File: src/rtl/forwarding_hazard_unit.sv
// Forwarding and hazard unit for the EX stage.
// Picks a bypass source for each EX operand (youngest matching stage wins),
// raises stall on load-use and on reads of pending multi-cycle results, and
// tracks in-flight multi-cycle writes in a small countdown scoreboard.
module forwarding_hazard_unit #(
   parameter int unsigned NUM_SRC    = 3,
   parameter int unsigned NUM_FWD    = 2,
   parameter int unsigned REG_AW     = 5,
   parameter int unsigned PEND_DEPTH = 4,
   parameter int unsigned LAT_W      = 3,
   parameter int unsigned ZERO_REG   = 1,
   localparam int unsigned SEL_W     = $clog2(NUM_FWD + 1)
) (
   input  logic                        clk,
   input  logic                        reset,
   input  logic [NUM_SRC*REG_AW-1:0]   src_ex,
   input  logic [NUM_SRC-1:0]          src_vld_ex,
   input  logic [NUM_FWD*REG_AW-1:0]   dst_fwd,
   input  logic [NUM_FWD-1:0]          wb_fwd,
   input  logic [NUM_FWD-1:0]          rdy_fwd,
   input  logic                        issue_vld,
   input  logic [REG_AW-1:0]           issue_dst,
   input  logic [LAT_W-1:0]            issue_lat,
   input  logic                        flush,
   output logic [NUM_SRC*SEL_W-1:0]    src_sel,
   output logic                        forward,
   output logic                        stall,
   output logic                        pend_full,
   output logic [15:0]                 stall_cnt
);

   localparam int unsigned IDX_W = (PEND_DEPTH > 1) ? $clog2(PEND_DEPTH) : 1;

   // scoreboard state
   logic [PEND_DEPTH-1:0]             r_vld;
   logic [PEND_DEPTH-1:0][REG_AW-1:0] r_dst;
   logic [PEND_DEPTH-1:0][LAT_W-1:0]  r_cnt;
   logic                              r_pend_full;
   logic [15:0]                       r_stall_cnt;

   // combinational results
   logic [NUM_SRC*SEL_W-1:0]          w_src_sel;
   logic                              w_load_use;
   logic                              w_sb_haz;
   logic                              w_stall;
   logic                              w_free;
   logic [IDX_W-1:0]                  w_free_idx;
   logic                              w_alloc;
   logic [PEND_DEPTH-1:0]             w_vld_nxt;
   logic [PEND_DEPTH-1:0][REG_AW-1:0] w_dst_nxt;
   logic [PEND_DEPTH-1:0][LAT_W-1:0]  w_cnt_nxt;

   // per-operand bypass select, load-use and scoreboard hazard detection
   always_comb begin
      logic [REG_AW-1:0] v_src;
      logic              v_rd;
      logic              v_hit;
      w_src_sel  = '0;
      w_load_use = 1'b0;
      w_sb_haz   = 1'b0;
      v_src      = '0;
      v_rd       = 1'b0;
      v_hit      = 1'b0;
      for (int i = 0; i < NUM_SRC; i++) begin
         v_src = src_ex[i*REG_AW +: REG_AW];
         v_rd  = src_vld_ex[i] && !((ZERO_REG != 0) && (v_src == '0));
         v_hit = 1'b0;
         for (int k = 0; k < NUM_FWD; k++) begin
            if (!v_hit && v_rd && wb_fwd[k] && (dst_fwd[k*REG_AW +: REG_AW] == v_src)) begin
               v_hit                       = 1'b1;
               w_src_sel[i*SEL_W +: SEL_W] = SEL_W'(k + 1);
               if (!rdy_fwd[k]) begin
                  w_load_use = 1'b1;
               end
            end
         end
         for (int e = 0; e < PEND_DEPTH; e++) begin
            if (v_rd && r_vld[e] && (r_cnt[e] != '0) && (r_dst[e] == v_src)) begin
               w_sb_haz = 1'b1;
            end
         end
      end
   end

   // stall decision and allocation grant
   always_comb begin
      w_stall = w_load_use || w_sb_haz || (issue_vld && r_pend_full);
      w_alloc = issue_vld && !w_stall && !r_pend_full && w_free;
   end

   // lowest entry free at the start of this cycle; slots freed this cycle wait
   always_comb begin
      w_free     = 1'b0;
      w_free_idx = '0;
      for (int e = 0; e < PEND_DEPTH; e++) begin
         if (!w_free && !r_vld[e]) begin
            w_free     = 1'b1;
            w_free_idx = IDX_W'(e);
         end
      end
   end

   // scoreboard next state: countdown, retire, allocate, flush override
   always_comb begin
      w_vld_nxt = r_vld;
      w_dst_nxt = r_dst;
      w_cnt_nxt = r_cnt;
      for (int e = 0; e < PEND_DEPTH; e++) begin
         if (r_vld[e]) begin
            if (r_cnt[e] != '0) begin
               w_cnt_nxt[e] = r_cnt[e] - LAT_W'(1);
            end else begin
               w_vld_nxt[e] = 1'b0;
            end
         end
         if (w_alloc && (IDX_W'(e) == w_free_idx)) begin
            w_vld_nxt[e] = 1'b1;
            w_dst_nxt[e] = issue_dst;
            w_cnt_nxt[e] = issue_lat;
         end
         if (flush) begin
            w_vld_nxt[e] = 1'b0;
         end
      end
   end

   // state registers
   always_ff @(posedge clk or posedge reset) begin
      if (reset) begin
         r_vld       <= '0;
         r_dst       <= '0;
         r_cnt       <= '0;
         r_pend_full <= 1'b0;
         r_stall_cnt <= '0;
      end else begin
         r_vld       <= w_vld_nxt;
         r_dst       <= w_dst_nxt;
         r_cnt       <= w_cnt_nxt;
         r_pend_full <= &w_vld_nxt;
         if (w_stall && (r_stall_cnt != 16'hFFFF)) begin
            r_stall_cnt <= r_stall_cnt + 16'd1;
         end
      end
   end

   // output drive
   always_comb begin
      src_sel   = w_src_sel;
      forward   = |w_src_sel;
      stall     = w_stall;
      pend_full = r_pend_full;
      stall_cnt = r_stall_cnt;
   end

endmodule

File: config.mk
export PLATFORM = sky130hd
export DESIGN_NAME = forwarding_hazard_unit
export DESIGN_NICKNAME = d
export VERILOG_FILES = /design/src/rtl/forwarding_hazard_unit.sv
export SDC_FILE = /design/constraint.sdc
export NUM_CORES = 1
export LEC_CHECK = 0
export CAP_MARGIN = 20
export CORE_MARGIN = 3
export CORE_UTILIZATION = 48
export DETAILED_ROUTE_END_ITERATION = 8
export GPL_TIMING_DRIVEN = 0
export PLACE_DENSITY = 0.77
export SETUP_SLACK_MARGIN = 0.02
export SYNTH_ARGS = -nofsm -noshare
export SYNTH_HDL_FRONTEND = slang
export SYNTH_SLANG_ARGS = --single-unit
File: constraint.sdc
create_clock -name clk -period 3.2 [get_ports clk]
set_clock_uncertainty 0.1 [all_clocks]
set_input_delay 0.64 -clock clk [delete_from_list [all_inputs] [get_ports clk]]
set_output_delay 0.64 -clock clk [all_outputs]
set_load 0.01 [all_outputs]
==> impl_metrics.json, run 1 <==
{
  "syn_area_per_cell_um2": 9.818,
  "firstDrtPassIters": 5,
  "dp_hpwl_um": 6930,
  "postRouteAntennaNets": 0,
  "powerDensity_mw_per_mm2": 465.9,
  "status": "complete, but fails checks",
  "die_y_um": 94.05,
  "rsz0062_at_grt": "true",
  "maxCapViolations": 0,
  "crit_path_start_kind": "input port",
  "slew_violations": 0,
  "clock_sinks": 53,
  "gp_congestion": 0.9207,
  "cts_max_level": 2,
  "slew_headroom_pct": 56.42,
  "ys_async_sr_fraction_pct": 100.0,
  "vias_per_cell": 5.440,
  "violations": "setup timing",
  "synth_enable_flop_cells": 0,
  "start_util_pct": 50.49,
  "hold_viol": 0,
  "syn-instance-count": 379,
  "row_count": 31,
  "clk_path_buf_depth": 2,
  "critPathKind": "input port to output pin",
  "synthFlopType": "dfrtp_1",
  "synth.distinct_cells": 40,
  "core_mm2": 0.007370,
  "hold_class": "flop to flop",
  "antenna_cells": 0,
  "drtIter0Drc": 190,
  "grt_usage_pct": 23.40,
  "cts_buffers": 5,
  "drive_gt1_share_pct": 25.43,
  "synth-seq-cells": 53,
  "setup_slack_ps": -126.2,
  "grt_antenna_before_repair": 0,
  "tightest_slew_ps": 651.9,
  "layout_min_cycle_time_ps": 3326,
  "drc": 0,
  "port_buffers": 53,
  "die_area_mm2": 0.008844,
  "cp.arrival_ps": 2590,
  "synth_nets": 432,
  "cts_tree": "built",
  "wire_per_inst_um": 17.70,
  "max_clock_freq_mhz": 300.6,
  "finish.utilization_pct": 68.73,
  "ctsRootBufferMaster": "clkbuf_8",
  "setup_viol_count_final": 7,
  "end_kind": "output pin",
  "critPathRequiredTime_ps": 2460,
  "fin_nets": 512,
  "worst-path-max-fanout": 3,
  "fin_hold_ws_ps": 394.1,
  "layout_common_cells": "xnor2_1 (85), dfrtp_1 (53), clkdlybuf4s50_1 (38)",
  "die_w_um": 94.05,
  "grt_pass1_wl_um": 16010,
  "period_share_pct": 103.9,
  "synth_area_mm2": 0.003721,
  "grt_max_degree": 43,
  "leakage_nw": 2.199,
  "clock_latency_ps": 310,
  "wl_um": 9893,
  "clk_transition_reported_paths_ps": 100,
  "vdd_drop_max_uv": 393.0,
  "grt.overflow.total": 0,
  "io-pin-count": 69,
  "layout_commonest_cell": "xnor2_1",
  "num_vias": 3041,
  "nFillCells": 575,
  "syn_to_final_growth_pct": 36.11,
  "grt_pass1_vias": 3177,
  "yosys_warnings": 0,
  "seq_area_frac_synth_pct": 35.64,
  "tns_ps": -567.2
}
-- cell families (layout without fill, tap and decap cells) --
kind of cell             after synthesis  count (layout)  synth area share [%]
XOR/XNOR                             113             113                 26.60
AND/OR/NAND/NOR                      110             110                 16.91
flip-flops                            53              53                 35.64
buffers and inverters                 45             126                 6.086
AO/OA/AOI/OAI                         26              26                 4.775
multiplexers                          23              23                 6.960
adder cells (fa/ha/maj)                9               9                 3.026
-- worst paths after layout --
check / depth (start not counted) / startpoint / slack, ps / endpoint
hold / removal: 1 / stall_cnt[14]$_DFFE_PP0P_ / 390 / stall_cnt[14]$_DFFE_PP0P_
hold reg to reg: 1 / stall_cnt[14]$_DFFE_PP0P_ / 390 / stall_cnt[14]$_DFFE_PP0P_
setup / recovery: 9 / src_ex[9] / -130 / stall
min in group asynchronous: 2 / reset / 480 / r_dst[12]$_DFFE_PP0P_
max in group asynchronous: 3 / reset / 2020 / r_cnt[0]$_DFFE_PP0P_
setup reg to reg: 13 / r_cnt[9]$_DFFE_PP0P_ / -80 / r_dst[15]$_DFFE_PP0P_
-- where the power goes --
| group | switching, W | internal (W) |
|---|---|---|
| logic | 0.000428 | 0.000487 |
| clock network | 0.000220 | 0.000200 |
| registers | 0.000200 | 0.000824 |
-- metrics by stage --
| step | area [um2] | total power [W] | std cells | setup slack [ps] |
|---|---|---|---|---|
| 2_1_floorplan | 3889 | 0.001610 | 379 | -132.8 |
| 3_3_place_gp | 4543 | 0.001808 | 531 | -774.9 |
| 3_5_place_dp | 4563 | 0.001859 | 532 | -791.8 |
| 4_1_cts | 4918 | 0.002335 | 555 | -158.2 |
| 5_1_grt | 5065 | 0.002515 | 559 | -212.3 |
| 6_report | 5065 | 0.002360 | 559 | -126.2 |
-- critical path, stage by stage --
cell	delay, ps
buf_12	100
or4_4	540
o21ai_4	210
nor3_4	60
or4_4	430
a31o_1	190
and4b_2	260
clkinv_4	70
buf_6	90
-- what timing repair did --
| action | CTS | global route |
|---|---|---|
| hold buffers | 0 | 0 |
| pin swaps | 16 | 14 |
| endpoints found under the setup margin | 36 | 37 |
| cloned | 1 | 0 |
| resized for setup | 52 | 29 |
| buffers inserted | 14 | 6 |
-- flip-flops by register name, indices dropped and copies added (netlist names) --
register / count
pend_full: 1
r_cnt: 12
r_dst: 20
r_vld: 4
stall_cnt: 16
-- area by class of cell --
class / instances / area [um2] / share of cell area, %
clock buffers: 7 / 96.34 / 1.902
inverters: 27 / 106.4 / 2.100
clock inverters: 1 / 8.758 / 0.1729
multi-input cells: 281 / 2464 / 48.64
flip-flops and latches: 53 / 1326 / 26.19
repair buffers: 74 / 724.4 / 14.30
well taps: 99 / 123.9 / 2.446
plain buffers: 17 / 215.2 / 4.249
-- routing by layer --
metal	vias to the layer above	share of wire, %	wire [um]	track usage [%]
li1	1437	-	-	-
met1	1499	42	4144	29.52
met2	88	52	5137	40.21
met3	17	4.3	430	4.327
met4	0	1.8	181	7.822
met5	-	0	0	0
-- synth_stat cells, types with 2 or more instances --
cell type	count	area, um2
and2_1	2	12.51
or4_1	3	22.52
buf_6	4	45.04
mux2_2	18	202.7
nand3_1	8	40.04
nor3_2	5	50.05
buf_4	3	22.52
xnor2_1	85	744.5
buf_2	11	55.05
inv_1	26	97.59
nand4_1	19	118.9
ha_1	9	112.6
nand2_1	18	67.56
or4_4	3	33.78
nor4_2	2	25.02
o21ai_2	3	26.28
a32oi_1	2	17.52
nor2_1	19	71.32
a21oi_1	9	45.04
nor3_1	19	95.09
o21ai_0	2	10.01
nor4_1	5	31.28
xor2_1	28	245.2
dfrtp_1	53	1326
o21ai_1	4	20.02
mux2_1	5	56.30
Power figures use the tool's default switching activity.
==> run 2, diff against run 1 <==
--- a/config.mk
+++ b/config.mk
@@ -5,12 +5,13 @@
 export SDC_FILE = /design/constraint.sdc
 export NUM_CORES = 1
 export LEC_CHECK = 0
+export ABC_AREA = 1
 export CAP_MARGIN = 20
 export CORE_MARGIN = 3
-export CORE_UTILIZATION = 48
+export CORE_UTILIZATION = 50
 export DETAILED_ROUTE_END_ITERATION = 8
 export GPL_TIMING_DRIVEN = 0
-export PLACE_DENSITY = 0.77
+export PLACE_DENSITY_LB_ADDON = 0.3
 export SETUP_SLACK_MARGIN = 0.02
 export SYNTH_ARGS = -nofsm -noshare
 export SYNTH_HDL_FRONTEND = slang
==> run 2 against run 1 <==
Net effect:
- the run now ends clean
- count of clock-buffer cells in the layout is 2 lower
- final cell count is 61% higher
- worst setup slack improved by 220 ps
==> impl_metrics.json, run 2 <==
{
  "synthAdderAreaFrac_pct": 2.492,
  "syn_area_per_cell_um2": 6.215,
  "grt_antenna_before_repair": 0,
  "cts_max_level": 2,
  "tightest_slew_ps": 458.4,
  "place_inst": 892,
  "clock_latency_ps": 320,
  "layout_common_cells": "nand2_1 (285), inv_1 (99), nor2_1 (62)",
  "die_w_um": 101.1,
  "nFillCells": 852,
  "layout_min_cycle_time_ps": 3102,
  "critPathRequiredTime_ps": 2460,
  "die_y_um": 101.1,
  "layout_commonest_cell": "nand2_1",
  "synthFlopType": "dfrtp_1",
  "worstHoldPathCells": 2,
  "synth_top_area_share_pct": 29.35,
  "firstDrtPassIters": 5,
  "drc": 0,
  "grt_pass1_vias": 4682,
  "synth_compound_area_share_pct": 8.446,
  "crit_path_start_kind": "input port",
  "slew_headroom_pct": 69.33,
  "status": "completed",
  "antenna_cells": 0,
  "wl_um": 13810,
  "maxCapViolations": 0,
  "clk_path_buf_depth": 2,
  "io-pin-count": 69,
  "clock_sinks": 53,
  "r2r_slack_ps": 600,
  "synth.most_common_cell": "nand2_1",
  "synth_area_mm2": 0.004518,
  "row_count": 34,
  "cts_buffers": 5,
  "power_w": 0.002745,
  "postRouteAntennaNets": 0,
  "reg2reg_depth": 17,
  "grt.overflow.total": 0,
  "synth_top_family_by_area": "simple AND/OR/NAND/NOR gates",
  "critPathKind": "input port to output pin",
  "synthTopCellsByArea": "dfrtp_1 (29%), nand2_1 (24%), inv_1 (8.4%), nor2_1 (5.2%), nand3_1 (4.9%)",
  "ys_top_cells_by_count": "nand2_1 (287), inv_1 (101), nor2_1 (63)",
  "powerDensity_mw_per_mm2": 512.1,
  "synth-seq-cells": 53,
  "synthMuxAreaShare_pct": 0,
  "period_share_pct": 96.95,
  "synth_simple_gate_area_share_pct": 40.40,
  "top_register": "r_dst",
  "largest_reg_flops": 20,
  "finalNonFillerCells": 902,
  "grt_pass1_wl_um": 22050,
  "num_vias": 4811,
  "hold_viol": 0,
  "port_buffers": 56,
  "syn-instance-count": 727,
  "synth_nets": 780,
  "syn_to_final_growth_pct": 18.67,
  "cp.arrival_ps": 2360,
  "rsz0062_at_grt": "false",
  "synth_enable_flop_cells": 0,
  "seq_area_frac_synth_pct": 29.35,
  "ctsRootBufferMaster": "clkbuf_8",
  "yosys_warnings": 0,
  "vdd_drop_max_uv": 423.1,
  "setup_viol_count_final": 0,
  "drtIter0Drc": 318,
  "slew_violations": 0,
  "core_mm2": 0.008763,
  "worst-path-max-fanout": 4,
  "ys_async_sr_fraction_pct": 100.0,
  "grt_usage_pct": 27.43,
  "cts_tree": "built",
  "end_kind": "output pin",
  "wire_per_inst_um": 15.31,
  "drive_gt1_share_pct": 10.58,
  "clk_transition_reported_paths_ps": 90,
  "start_util_pct": 51.56,
  "synth.distinct_cells": 31,
  "fin_nets": 846,
  "gp_congestion": 0.9473,
  "vias_per_cell": 5.334,
  "hold_class": "flop to flop",
  "die_area_mm2": 0.01021,
  "max_clock_freq_mhz": 322.3,
  "synth_top_area_cell": "dfrtp_1",
  "grt_max_degree": 35,
  "synth_xor_area_share_pct": 6.397,
  "leakage_nw": 2.932,
  "dp_hpwl_um": 10830
}
==> run 2: changes by cell type after synthesis, moves of 14 or more <==
cell | before | now
o21ai_0 | 2 | 19
nand2_1 | 18 | 287
inv_1 | 26 | 101
inv_2 | 0 | 14
o21ai_1 | 4 | 21
nor2_1 | 19 | 63
mux2_2 | 18 | 0
xnor2_1 | 85 | 14
nand3_1 | 8 | 44
==> run 2: repair_timing <==
action                                  in CTS  in global routing
gates cloned                                 0                  0
resized for setup                           13                 13
buffers inserted                             1                  1
hold buffers                                 0                  0
pin swaps                                    1                  1
endpoints found under the setup margin       6                  6
==> run 2: logic make-up (layout without fill, tap and decap cells) <==
kind of cell / after synthesis / after routing
XOR/XNOR: 33 / 33
adder cells (fa/ha/maj): 9 / 9
flip-flops: 53 / 53
AO/OA/AOI/OAI: 62 / 62
buffers and inverters: 133 / 200
AND/OR/NAND/NOR: 437 / 437
==> run 2: final timing paths <==
kind / start / to
setup / recovery: dst_fwd[8] / src_sel[1]
hold / removal: r_cnt[10]$_DFFE_PP0P_ / r_cnt[10]$_DFFE_PP0P_
setup reg to reg: r_cnt[0]$_DFFE_PP0P_ / r_cnt[5]$_DFFE_PP0P_
hold reg to reg: r_cnt[10]$_DFFE_PP0P_ / r_cnt[10]$_DFFE_PP0P_
max in group asynchronous: reset / r_dst[9]$_DFFE_PP0P_
min in group asynchronous: reset / r_cnt[2]$_DFFE_PP0P_
==> run 2: power by group <==
group	switching, W	internal (W)	total (W)
clock	0.000228	0.000234	0.000463
combinational	0.000725	0.000484	0.00121
sequential	0.000216	0.000858	0.00107
total	0.00117	0.00158	0.00275
==> run 2: metal layers <==
| layer | track usage, % | routed length (um) |
|---|---|---|
| met5 | 0 | 0 |
| met4 | 14.72 | 726 |
| met3 | 3.045 | 876 |
| met2 | 45.57 | 6513 |
| met1 | 34.76 | 5691 |
==> run 2: area by class of cell <==
cell class	count	area, um2	share of cell area [%]
plain buffers	18	151.4	2.824
multi-input cells	541	2624	48.94
repair buffers	59	578.1	10.78
inverters	115	431.7	8.051
clock inverters	3	46.29	0.8635
well taps	108	135.1	2.520
clock buffers	5	68.82	1.284
flip-flops and latches	53	1326	24.74
==> run 2: through the flow <==
step / setup WS [ps] / cell area, um2 / TNS (ps) / util, % / hold slack [ps]
after floorplan: 758.7 / 4518 / 0 / - / 393.1
after global placement: -493.1 / 5214 / -1199 / 59.49 / 405.8
after detailed placement: -544.4 / 5234 / -1727 / 59.72 / 411.5
after CTS: 22.84 / 5349 / 0 / 61.04 / 439.7
after global routing: 37.59 / 5361 / 0 / 61.18 / 468.2
final: 97.60 / 5361 / 0 / 61.18 / 432.2
==> run 2: worst max-delay path, cell delays in order <==
cell and delay, ps:
clkdlybuf4s50_1 510, inv_1 100, a21oi_2 170, nand3_1 120, nor2_1 100, nand3_1 110, inv_1 80, clkdlybuf4s50_1 520
